<file path="src/rtl/pong_match_controller.sv">
// pong_match_controller
//   Match-level sequencer for Pong. It gates the ball logic (run/respawn),
//   keeps both scores, chooses the serve direction, handles pause and
//   declares the winner.
// Ports
//   CLOCK_25     in   pixel clock
//   reset        in   async active-high reset
//   frame_tick   in   one pulse per video frame
//   start_btn    in   raw asynchronous start button (level)
//   pause_pulse  in   sync pulse, toggles pause in SERVE/RALLY
//   miss_p1/p2   in   sync pulses from the ball logic (p1 miss -> p2 scores)
//   ball_run     out  ball may advance
//   ball_respawn out  one-cycle pulse on every entry into SERVE
//   serve_left   out  serve direction (1 = toward player 1)
//   score_p1/p2  out  4-bit scores, saturate at WIN_SCORE
//   winner       out  00 none, 01 p1, 10 p2
//   state_o      out  state encoding
//   paused       out  pause active
module pong_match_controller #(
  parameter int WIN_SCORE          = 7,
  parameter int SERVE_DELAY_FRAMES = 60,
  parameter int POINT_HOLD_FRAMES  = 90
) (
  input  logic       CLOCK_25,
  input  logic       reset,
  input  logic       frame_tick,
  input  logic       start_btn,
  input  logic       pause_pulse,
  input  logic       miss_p1,
  input  logic       miss_p2,
  output logic       ball_run,
  output logic       ball_respawn,
  output logic       serve_left,
  output logic [3:0] score_p1,
  output logic [3:0] score_p2,
  output logic [1:0] winner,
  output logic [2:0] state_o,
  output logic       paused
);

  typedef enum logic [2:0] {
    IDLE  = 3'd0,
    SERVE = 3'd1,
    RALLY = 3'd2,
    POINT = 3'd3,
    OVER  = 3'd4
  } state_t;

  localparam logic [3:0] WIN4   = 4'(WIN_SCORE);
  localparam logic [7:0] SERVE8 = 8'(SERVE_DELAY_FRAMES);
  localparam logic [7:0] HOLD8  = 8'(POINT_HOLD_FRAMES);

  state_t     state_q, state_d;
  logic [7:0] cnt_q, cnt_d;
  logic [3:0] sc1_q, sc1_d, sc2_q, sc2_d;
  logic [1:0] win_q, win_d;
  logic       srv_q, srv_d;
  logic       pse_q, pse_d;
  logic       run_q, run_d;
  logic       rsp_q, rsp_d;
  // start_btn: two synchroniser flops plus a history flop for edge detect
  logic       st1_q, st2_q, st3_q;
  logic       start_evt;
  logic       count_en;

  assign start_evt = st2_q & ~st3_q;
  // A tick only counts when the count is not frozen by pause.
  assign count_en  = frame_tick & ~pse_q;

  always_comb begin
    state_d = state_q;
    cnt_d   = cnt_q;
    sc1_d   = sc1_q;
    sc2_d   = sc2_q;
    win_d   = win_q;
    srv_d   = srv_q;
    pse_d   = pse_q;
    unique case (state_q)
      IDLE, OVER: begin
        if (start_evt) begin
          state_d = SERVE;
          sc1_d   = '0;
          sc2_d   = '0;
          win_d   = 2'b00;
          srv_d   = 1'b0;
          cnt_d   = SERVE8;
        end
      end
      SERVE: begin
        if (pause_pulse) pse_d = ~pse_q;
        if (count_en) begin
          if (cnt_q == 8'd1) state_d = RALLY;
          else               cnt_d   = cnt_q - 8'd1;
        end
      end
      RALLY: begin
        if (pause_pulse) pse_d = ~pse_q;
        if (miss_p1 || miss_p2) begin
          // Both at once is a replay: no score, direction unchanged.
          state_d = POINT;
          cnt_d   = HOLD8;
          if (miss_p2 && !miss_p1) begin
            if (sc1_q < WIN4) sc1_d = sc1_q + 4'd1;
            srv_d = 1'b0;
          end else if (miss_p1 && !miss_p2) begin
            if (sc2_q < WIN4) sc2_d = sc2_q + 4'd1;
            srv_d = 1'b1;
          end
        end
      end
      POINT: begin
        if (count_en) begin
          if (cnt_q == 8'd1) begin
            if (sc1_q == WIN4) begin
              win_d   = 2'b01;
              state_d = OVER;
            end else if (sc2_q == WIN4) begin
              win_d   = 2'b10;
              state_d = OVER;
            end else begin
              state_d = SERVE;
              cnt_d   = SERVE8;
            end
          end else begin
            cnt_d = cnt_q - 8'd1;
          end
        end
      end
      default: state_d = IDLE;
    endcase
    if (state_d == IDLE || state_d == POINT || state_d == OVER) pse_d = 1'b0;
    run_d = (state_d == RALLY) && !pse_d;
    rsp_d = (state_d == SERVE) && (state_q != SERVE);
  end

  always_ff @(posedge CLOCK_25 or posedge reset) begin
    if (reset) begin
      state_q <= IDLE;
      cnt_q   <= '0;
      sc1_q   <= '0;
      sc2_q   <= '0;
      win_q   <= '0;
      srv_q   <= 1'b0;
      pse_q   <= 1'b0;
      run_q   <= 1'b0;
      rsp_q   <= 1'b0;
      st1_q   <= 1'b0;
      st2_q   <= 1'b0;
      st3_q   <= 1'b0;
    end else begin
      state_q <= state_d;
      cnt_q   <= cnt_d;
      sc1_q   <= sc1_d;
      sc2_q   <= sc2_d;
      win_q   <= win_d;
      srv_q   <= srv_d;
      pse_q   <= pse_d;
      run_q   <= run_d;
      rsp_q   <= rsp_d;
      st1_q   <= start_btn;
      st2_q   <= st1_q;
      st3_q   <= st2_q;
    end
  end

  assign ball_run     = run_q;
  assign ball_respawn = rsp_q;
  assign serve_left   = srv_q;
  assign score_p1     = sc1_q;
  assign score_p2     = sc2_q;
  assign winner       = win_q;
  assign state_o      = state_q;
  assign paused       = pse_q;

endmodule

</file>
<file path="config.mk">
export PLATFORM = sky130hd
export DESIGN_NAME = pong_match_controller
export DESIGN_NICKNAME = d
export VERILOG_FILES = /design/src/rtl/pong_match_controller.sv
export SDC_FILE = /design/constraint.sdc
export NUM_CORES = 1
export LEC_CHECK = 0
export BUFFER_PORTS_ARGS = -buffer_cell sky130_fd_sc_hd__buf_2
export CAP_MARGIN = 20
export CORE_MARGIN = 1.5
export CORE_UTILIZATION = 61
export DETAILED_ROUTE_END_ITERATION = 12
export GPL_TIMING_DRIVEN = 1
export MAX_ROUTING_LAYER = met4
export PLACE_DENSITY_LB_ADDON = 0.12
export RECOVER_POWER = 25
export SLEW_MARGIN = 30
export SYNTH_ARGS = -nofsm -noshare
export SYNTH_HDL_FRONTEND = slang
export SYNTH_SLANG_ARGS = --single-unit
</file>
<file path="constraint.sdc">
create_clock -name CLOCK_25 -period 2.9 [get_ports CLOCK_25]
set_input_delay 0.29 -clock CLOCK_25 [delete_from_list [all_inputs] [get_ports CLOCK_25]]
set_output_delay 0.29 -clock CLOCK_25 [all_outputs]
set_load 0.05 [all_outputs]
</file>
Word level (Yosys, flattened, before mapping)
Index checks and enable logic that the tools add are counted.
- add/subtract/negate cells: 3
- magnitude comparators: 2
- equality and inequality tests: 27
- mux-type cells: 42
- bitwise gates (word level): 4
- reductions and logical operators: 22
- operators by type and width (cell ; number):
    8-bit two-way mux ; 8
    4-bit two-way mux ; 8
    8-bit case mux with 4 select lines ; 1
    3-bit two-way mux ; 8
    2-bit != test, second input constant ; 11
    4-bit case mux with 2 select lines ; 2
    3-bit by 2-bit equality test with 1-bit output, second input constant ; 4
    3-bit != test, second input constant ; 4
    3-bit case mux with 4 select lines ; 1
    2-bit two-way mux ; 5
    5-bit AND reduction ; 2
    4-bit by 1-bit adder with 4-bit output, second input constant ; 2
    4-bit by 3-bit equality test with 1-bit output, second input constant ; 2
    8-bit by 1-bit equality test with 1-bit output, second input constant ; 1
    4-bit by 3-bit less-than comparator with 1-bit output, second input constant ; 2
    8-bit AND reduction ; 1
    8-bit by 1-bit subtractor with 8-bit output, second input constant ; 1
    1-bit two-way mux ; 7
    3-bit by 1-bit equality test with 1-bit output, second input constant ; 2
    3-bit equality test, second input constant ; 2
    3-bit zero test ; 2
    6-bit AND reduction ; 1
    1-bit logical AND ; 4
    2-bit case mux with 2 select lines ; 1
    10 further kinds ; 18
- bits in registers: 28
- input bits: 7
- output and inout bits: 17
- logic and storage cells: 112

Depth between registers and ports, before layout
Gate-level depths: netlist of run 1.
- depth in word-level cells: 12
- depth in mapped cells: 7

Worst setup path after synthesis of run 1
OpenSTA, ideal clock, no wires.
- path type: register to register
- start point: reg state_q[1], in the netlist state_o[1]
- end point: reg cnt_q[5]
- arrival: 2.032 ns
- setup slack: 0.742 ns
- cell stages (with the launch flop): 6
- path through: dfrtp_1 -> or3b_1 -> a21oi_4 -> o32ai_2 -> or3_1 -> o32a_1
- longest elaborated chain between the ends: 4
- elaborated cells between the ends (all ways): 16
- classes of those cells: eq/ne: 11; mux: 1; reduce/logical: 4
- ends and longest elaborated chain (element ; line ; RTL):
    start, declared ; 53 ; state_t state_q, state_d;
    start signal, assigned ; 151 ; state_q <= state_d;
    3-bit equality test or 3-bit zero test (tied branches) ; 78 ; unique case (state_q)
    2-bit OR reduction ; 78 ;
    4-bit nonzero test (no source line) or 2-bit != test (tied branches) ; -- ;
    8-bit AND reduction (no source line) ; -- ;
    end signal, assigned ; 152 ; cnt_q <= cnt_d;
    end, declared ; 54 ; logic [7:0] cnt_q, cnt_d;
Parallel ways exist; a longest one is shown, timed or not.
A chain may end at the register's enable or synchronous reset.

Final worst setup path of run 1
- start point: reg cnt_q[1]
- end point: reg cnt_q[2]
- longest elaborated chain between the ends: 4
- elaborated cells between the ends (all ways): 11
- classes of those cells: add/sub: 1; eq/ne: 4; mux: 5; reduce/logical: 1
- ends and longest elaborated chain (element ; line):
    8-bit by 1-bit subtractor with 8-bit output or 8-bit by 1-bit equality test with 1-bit output (tied branches) ; --
    8-bit two-way mux (on tied branches) ; 113, 92
    8-bit two-way mux (on tied branches) ; 112, 91
    8-bit case mux with 4 select lines ; 78
Parallel ways exist; a longest one is shown, timed or not. The select of a mux whose other input is x is not followed.

==> results.py, run 1 <==
metrics = {
    "clocking": {
        "cts_tree": "built",
        "clk_pin_slew_worst_paths_ns": 0.15,
        "cts_resized": 0,
        "cts_buffers": 3,
        "ctsHtreeMaxLevel": 1,
        "cts_sinks": 28,
        "ctsLongestPathBuffers": 2,
        "post_cts_buffers": 0,
        "root_buffer": "clkbuf_4",
        "clk_latency_ns": 0.34,
        "cts_hold_buf": 0,
    },
    "cells_and_area": {
        "layout.cells.most_common": "dfrtp_1",
        "final_nets": 211,
        "final_cell_mix": "28 x dfrtp_1, 23 x buf_2, 18 x nor2_1",
        "fin_util_pct": 73.06,
        "final_layout_size_suffix_gt1_share_pct": 22.96,
        "area.growth.synth_to_final_pct": 10.98,
        "antennaDiodeCount": 0,
    },
    "placement": {
        "pre_cts_ws_ns": 0.6885,
        "port_buffers": 23,
        "hpwlAfterDp_um": 2878,
        "gp_congestion": 0.9724,
    },
    "power_and_ir_drop": {
        "p_leak_nw": 0.8792,
        "power_density_nw_per_um2": 668.9,
        "finalPower_mw": 1.244,
        "vdd_drop_max_uv": 696.7,
    },
    "global_routing": {
        "grt_pass1_vias": 1372,
        "antenna_found_initial": 0,
        "grt_pass1_wl_um": 6624,
        "grt_usage_pct": 27.39,
        "grt_max_degree": 29,
        "grt_remaining_overflow": 0,
    },
    "sta": {
        "slew-limit-headroom_pct": 29.85,
        "timing.final.crit_period_ns": 2.304,
        "tns_ns": 0,
        "rsz0062_at_grt": "no",
        "fin_ws_ns": 0.5955,
        "clock.fmax_mhz": 433.9,
        "hold_violations": 0,
        "drv_slew": 0,
        "finalCritPeriodShare_pct": 79.46,
        "worst_hold_slack_ns": 0.05136,
        "worstMarginPinSlew_ns": 1.051,
        "finClkSkew_ns": 0.005333,
        "setup_viol": 0,
    },
    "min_path": {
        "hp-class": "input pin to flop",
    },
    "setup_path": {
        "worst-path-buf-inv": 1,
        "start_kind": "flop",
        "cpLargestDelayFamily": "compound AO/OA/AOI/OAI gates",
        "worstSetupPathType": "flop to flop",
        "worst_path_max_delay_cell": "o32ai_2",
        "crit_arrival_ns": 2.55,
        "path_max_fanout": 7,
        "cp-end-kind": "flop",
        "cp_cell_sequence": "inv_1 > ha_1 > nor4b_2 > nand2_1 > o32ai_2 > nor2_2 > o221a_2",
        "critPathRequiredTime_ns": 3.14,
        "slowest_delay_ns": 0.52,
    },
    "yosys": {
        "synth_fp_nets": 187,
        "ys_seq_elements": 28,
        "synth_cell_types": 51,
        "async_reset_ff_share_pct": 100.0,
        "ys.warnings.count": 0,
        "syn_area_um2": 1675,
        "syn_area_per_cell_um2": 9.684,
        "synth-edff-count": 0,
        "synth-main-ff-cell": "dfrtp_1",
        "synthCells": 173,
        "ys_seq_area_share_pct": 41.82,
    },
    "die": {
        "core_um2": 2545,
        "top_level_ports": 24,
        "initial_core_util_pct": 65.83,
        "dieArea_um2": 3070,
        "num_rows": 18,
        "die_x_um": 55.41,
        "die_y_um": 55.41,
    },
    "drt": {
        "drc": 0,
        "dr.first_iter.drc_count": 106,
        "wirelength_um": 3898,
        "routedWlPerCell_um": 17.25,
        "vias": 1489,
        "firstDrtPassIters": 4,
        "vias_per_cell": 6.588,
        "detail-route-antenna-nets": 0,
    },
    "run": {
        "drv_cap": 0,
    },
    "status": {
        "outcome": "finished, final reports clean",
    },
}
==> flip-flops by register name, summed over array words and instances (netlist names) <==
signal,flops
score_p2,4
ball_respawn,1
serve_left,1
score_p1,4
state_o,3
ball_run,1
paused,1
st2_q,1
st3_q,1
cnt_q,8
st1_q,1
winner,2
==> layout make-up <==
class                      instances  area (µm²)
fill                             195       685.7
clock buffer                       3       22.52
tap                               30       37.54
clock inverter                     1       30.03
sequential                        28       700.7
inverter                           8       30.03
timing repair buffer              24       122.6
multi-input combinational        132       915.9
==> synthesized netlist by cell type (2+ instances only) <==
cell type / count / area share, %
a41oi_1: 2 / 1.0
o211ai_1: 2 / 0.90
buf_2: 2 / 0.60
o21ai_0: 7 / 2.1
a31oi_1: 2 / 0.75
a31o_2: 2 / 1.0
nor3b_1: 2 / 0.90
ha_1: 7 / 5.2
o31ai_1: 2 / 0.90
nand3_1: 6 / 1.8
nand2b_1: 5 / 1.9
or2_2: 3 / 1.1
mux2i_1: 4 / 2.4
or3_1: 2 / 0.75
o2bb2ai_1: 2 / 1.0
a21oi_1: 15 / 4.5
clkbuf_1: 2 / 0.45
nor2_1: 18 / 4.0
nor3_1: 4 / 1.2
or3b_1: 2 / 1.0
o22a_1: 3 / 1.6
nand2_1: 11 / 2.5
dfrtp_1: 28 / 42
mux2_2: 3 / 2.0
xnor2_1: 4 / 2.1
inv_1: 8 / 1.8
==> path summary, 6_finish.rpt <==
check / from / end / slack (ns) / depth (start not counted)
worst max-delay path: cnt_q[1] / cnt_q[2] / 0.60 / 7
worst max register to register: cnt_q[1] / cnt_q[2] / 0.60 / 7
min in group asynchronous: reset / state_o[2] / 0.18 / 2
worst min-delay path: start_btn / st1_q / 0.05 / 1
worst min register to register: st1_q / st2_q / 0.36 / 0
max in group asynchronous: reset / state_o[0] / 2.09 / 2
==> routing by layer <==
layer	global-route usage (%)	routed length, µm	vias to the layer above
li1	-	-	682
met3	4.215	262	6
met4	5.923	36	0
met5	-	0	-
met1	40.86	1790	732
met2	39.80	1809	69
==> through the flow <==
stage | instance area (µm²) | instances
global placement | 1807 | 222
detailed placement | 1807 | 222
CTS | 1859 | 226
floorplan | 1675 | 173
finish | 1859 | 226
global route | 1859 | 226
==> logic make-up after synthesis <==
group | synth area share [%]
multiplexers | 4.406
adder cells (fa/ha/maj) | 5.228
flip-flops | 41.82
buffers and inverters | 3.510
AND/OR/NAND/NOR | 22.56
AO/OA/AOI/OAI | 20.39
XOR/XNOR | 2.091
==> power by group <==
| group | switching, mW | leakage [nW] | internal, mW |
|---|---|---|---|
| sequential | 0.129 | 0.348 | 0.452 |
| clock | 0.122 | 0.0279 | 0.140 |
| combinational | 0.217 | 0.504 | 0.183 |
No activity file was read; power rests on OpenSTA's default activity.
==> run 2, diff against run 1 <==
ABC_AREA = 1   (was default)
CORE_UTILIZATION = 51   (was 61)
clock period = 2.1 ns   (was 2.9 ns; I/O delays follow)
==> run 2 against run 1 <==
Net effect: power increased to 2.5 times the previous value; routed wire length decreased by 9.3%; hold slack improved by 0.20 ns; fmax increased by 37%; core utilization decreased by 11 points; cell area increased by 3.3%; largest cell class unchanged.
==> results.py, run 2 <==
metrics = {
    "sta": {
        "worstMarginPinSlew_ns": 0.6831,
        "rsz0062_at_grt": "no",
        "slew-limit-headroom_pct": 54.46,
        "timing.final.crit_period_ns": 1.680,
        "drv_slew": 0,
        "finClkSkew_ns": 0.01003,
        "tns_ns": 0,
        "worst_hold_slack_ns": 0.2509,
        "clock.fmax_mhz": 595.4,
        "finalCritPeriodShare_pct": 79.98,
        "hold_violations": 0,
        "setup_viol": 0,
    },
    "drt": {
        "routedWlPerCell_um": 12.14,
        "dr.first_iter.drc_count": 74,
        "firstDrtPassIters": 4,
        "drc": 0,
        "vias_per_cell": 5.021,
        "vias": 1461,
        "detail-route-antenna-nets": 0,
        "wirelength_um": 3534,
    },
    "global_routing": {
        "grt_remaining_overflow": 0,
        "grt_usage_pct": 22.79,
        "antenna_found_initial": 0,
        "grt_max_degree": 29,
        "grt_pass1_vias": 1340,
        "grt_pass1_wl_um": 5947,
    },
    "setup_path": {
        "worst_path_max_delay_cell": "dfrtp_1",
        "r2r-start": "cnt_q[3]",
        "critPathRequiredTime_ns": 2.36,
        "crit_arrival_ns": 1.94,
        "crit_top_cell": "nand2_1",
        "cp-end-kind": "flop",
        "cpLargestDelayFamily": "simple AND/OR/NAND/NOR gates",
        "reg2reg_slack_ns": 0.42,
        "reg2reg_to": "cnt_q[1]",
        "slowest_delay_ns": 0.46,
        "path_max_fanout": 8,
        "rr_worst_depth": 9,
        "worst-path-buf-inv": 1,
        "worstSetupPathType": "flop to flop",
        "cp_cell_sequence": "nor2_1 > nand2_1 > nor2_4 > o21ai_0 > nand2_1 > nor2_2 > buf_4 > nand2_1 > o21ai_2",
        "start_kind": "flop",
    },
    "clocking": {
        "post_cts_buffers": 0,
        "clk_latency_ns": 0.34,
        "cts_tree": "built",
        "cts_resized": 0,
        "clk_pin_slew_worst_paths_ns": 0.15,
        "ctsHtreeMaxLevel": 1,
        "cts_buffers": 3,
        "root_buffer": "clkbuf_4",
        "cts_hold_buf": 2,
        "ctsLongestPathBuffers": 2,
        "cts_sinks": 28,
    },
    "cells_and_area": {
        "final_layout_size_suffix_gt1_share_pct": 18.62,
        "final_cell_mix": "56 x nand2_1, 29 x inv_1, 28 x dfrtp_1",
        "largest_reg_flops": 8,
        "final_nets": 262,
        "regMostFlops": "cnt_q",
        "postLayoutCellArea_um2": 1921,
        "final_cells": 291,
        "area.growth.synth_to_final_pct": 15.07,
        "fin_util_pct": 62.40,
        "antennaDiodeCount": 0,
        "layout.cells.most_common": "nand2_1",
    },
    "placement": {
        "port_buffers": 23,
        "hpwlAfterDp_um": 2665,
        "dpl_cell_area_um2": 1851,
        "gp_congestion": 0.8549,
        "post-place-cells": 285,
    },
    "min_path": {
        "min_path_cells": 3,
        "hp-class": "input pin to flop",
        "worstHoldEndpoint": "serve_left",
        "hold_path_startpoint": "miss_p2",
    },
    "yosys": {
        "synth_top_area_cell": "dfrtp_1",
        "ys.warnings.count": 0,
        "synth_cell_types": 27,
        "synth-main-ff-cell": "dfrtp_1",
        "yosys.area.top_type_share_pct": 41.98,
        "synth_most_common_cell": "nand2_1",
        "synth-edff-count": 0,
        "ys_seq_area_share_pct": 41.98,
        "netlist_top_cells_area": "dfrtp_1 42%, nand2_1 13%, inv_1 6.5%, nand3_1 6.3%, nor2_1 5.4%",
        "synth_fp_nets": 230,
        "ys_seq_elements": 28,
        "synth_commonest_cells": "56 x nand2_1, 29 x inv_1, 28 x dfrtp_1, 24 x nor2_1, 21 x nand3_1",
        "synthCells": 216,
        "syn_area_per_cell_um2": 7.727,
        "syn_area_um2": 1669,
        "async_reset_ff_share_pct": 100.0,
    },
    "status": {
        "outcome": "finished, final reports clean",
    },
    "die": {
        "die_y_um": 60.21,
        "initial_core_util_pct": 54.23,
        "core_um2": 3078,
        "top_level_ports": 24,
        "dieArea_um2": 3625,
        "num_rows": 20,
        "die_x_um": 60.21,
    },
    "power_and_ir_drop": {
        "vdd_drop_max_uv": 905.8,
        "power_density_nw_per_um2": 1624,
        "p_leak_nw": 1.029,
    },
    "run": {
        "drv_cap": 0,
    },
}
-- run 2: changes by cell type after synthesis, sizes merged, moves of 5 or more --
cell,delta
nand2,+45
o21ai,+11
nor3,-6
nand2b,-5
nand3,+15
nor2,+9
inv,+23
-- run 2: final cells by class --
type	instances	area, µm²
repair buffers	28	155.1
inverters	31	116.4
clock buffers	3	22.52
well taps	44	55.05
clock inverters	1	30.03
fillers	277	1157
flip-flops and latches	28	700.7
multi-input cells	156	840.8
-- run 2: cells by family (layout without fill, tap and decap cells) --
family / after synthesis / count (layout) / synth area share (%)
compound gates: 35 / 35 / 13.19
fa+ha+maj: 7 / 7 / 5.247
simple gates: 109 / 109 / 29.31
buf+inv: 32 / 63 / 7.646
xor+xnor: 5 / 5 / 2.624
flops: 28 / 28 / 41.98
-- run 2: worst max-delay path by stage --
stage	from	endpoint	slack, ns	cells after the start
2_1_floorplan	score_p1[0]	cnt_q[4]	0.26	9
3_3_place_gp	state_o[1]	score_p2[3]	0.50	7
3_5_place_dp	score_p1[0]	score_p1[0]	0.44	6
4_1_cts	score_p1[0]	score_p1[0]	0.42	6
5_1_grt	cnt_q[3]	paused	0.21	9
6_report	cnt_q[3]	cnt_q[1]	0.42	9
-- run 2: metrics by stage --
| step | setup WS (ns) | total power, mW |
|---|---|---|
| final | 0.4203 | 3.118 |
| after global routing | 0.2129 | 3.355 |
| after CTS | 0.4233 | 3.122 |
| after detailed placement | 0.4358 | 2.747 |
| after global placement | 0.5005 | 2.737 |
| after floorplan | 0.2598 | 2.358 |
-- run 2: routing by layer --
metal / vias up / track usage [%] / share of wire (%)
met5: - / - / 0
met4: 0 / 7.302 / 2.0
met3: 8 / 4.762 / 5.3
met2: 48 / 33.23 / 44
met1: 653 / 31.69 / 48
li1: 752 / - / -
-- run 2: report_power, final --
part           internal [mW]  switching (mW)
Combinational          0.563            1.27
Clock                  0.193           0.165
Sequential             0.736           0.187
Total                   1.49            1.63
-- run 2: tightest hold or removal path, cell delays in order --
cell,delay [ns]
buf_2,0.09
ha_1,0.18
o31ai_1,0.09
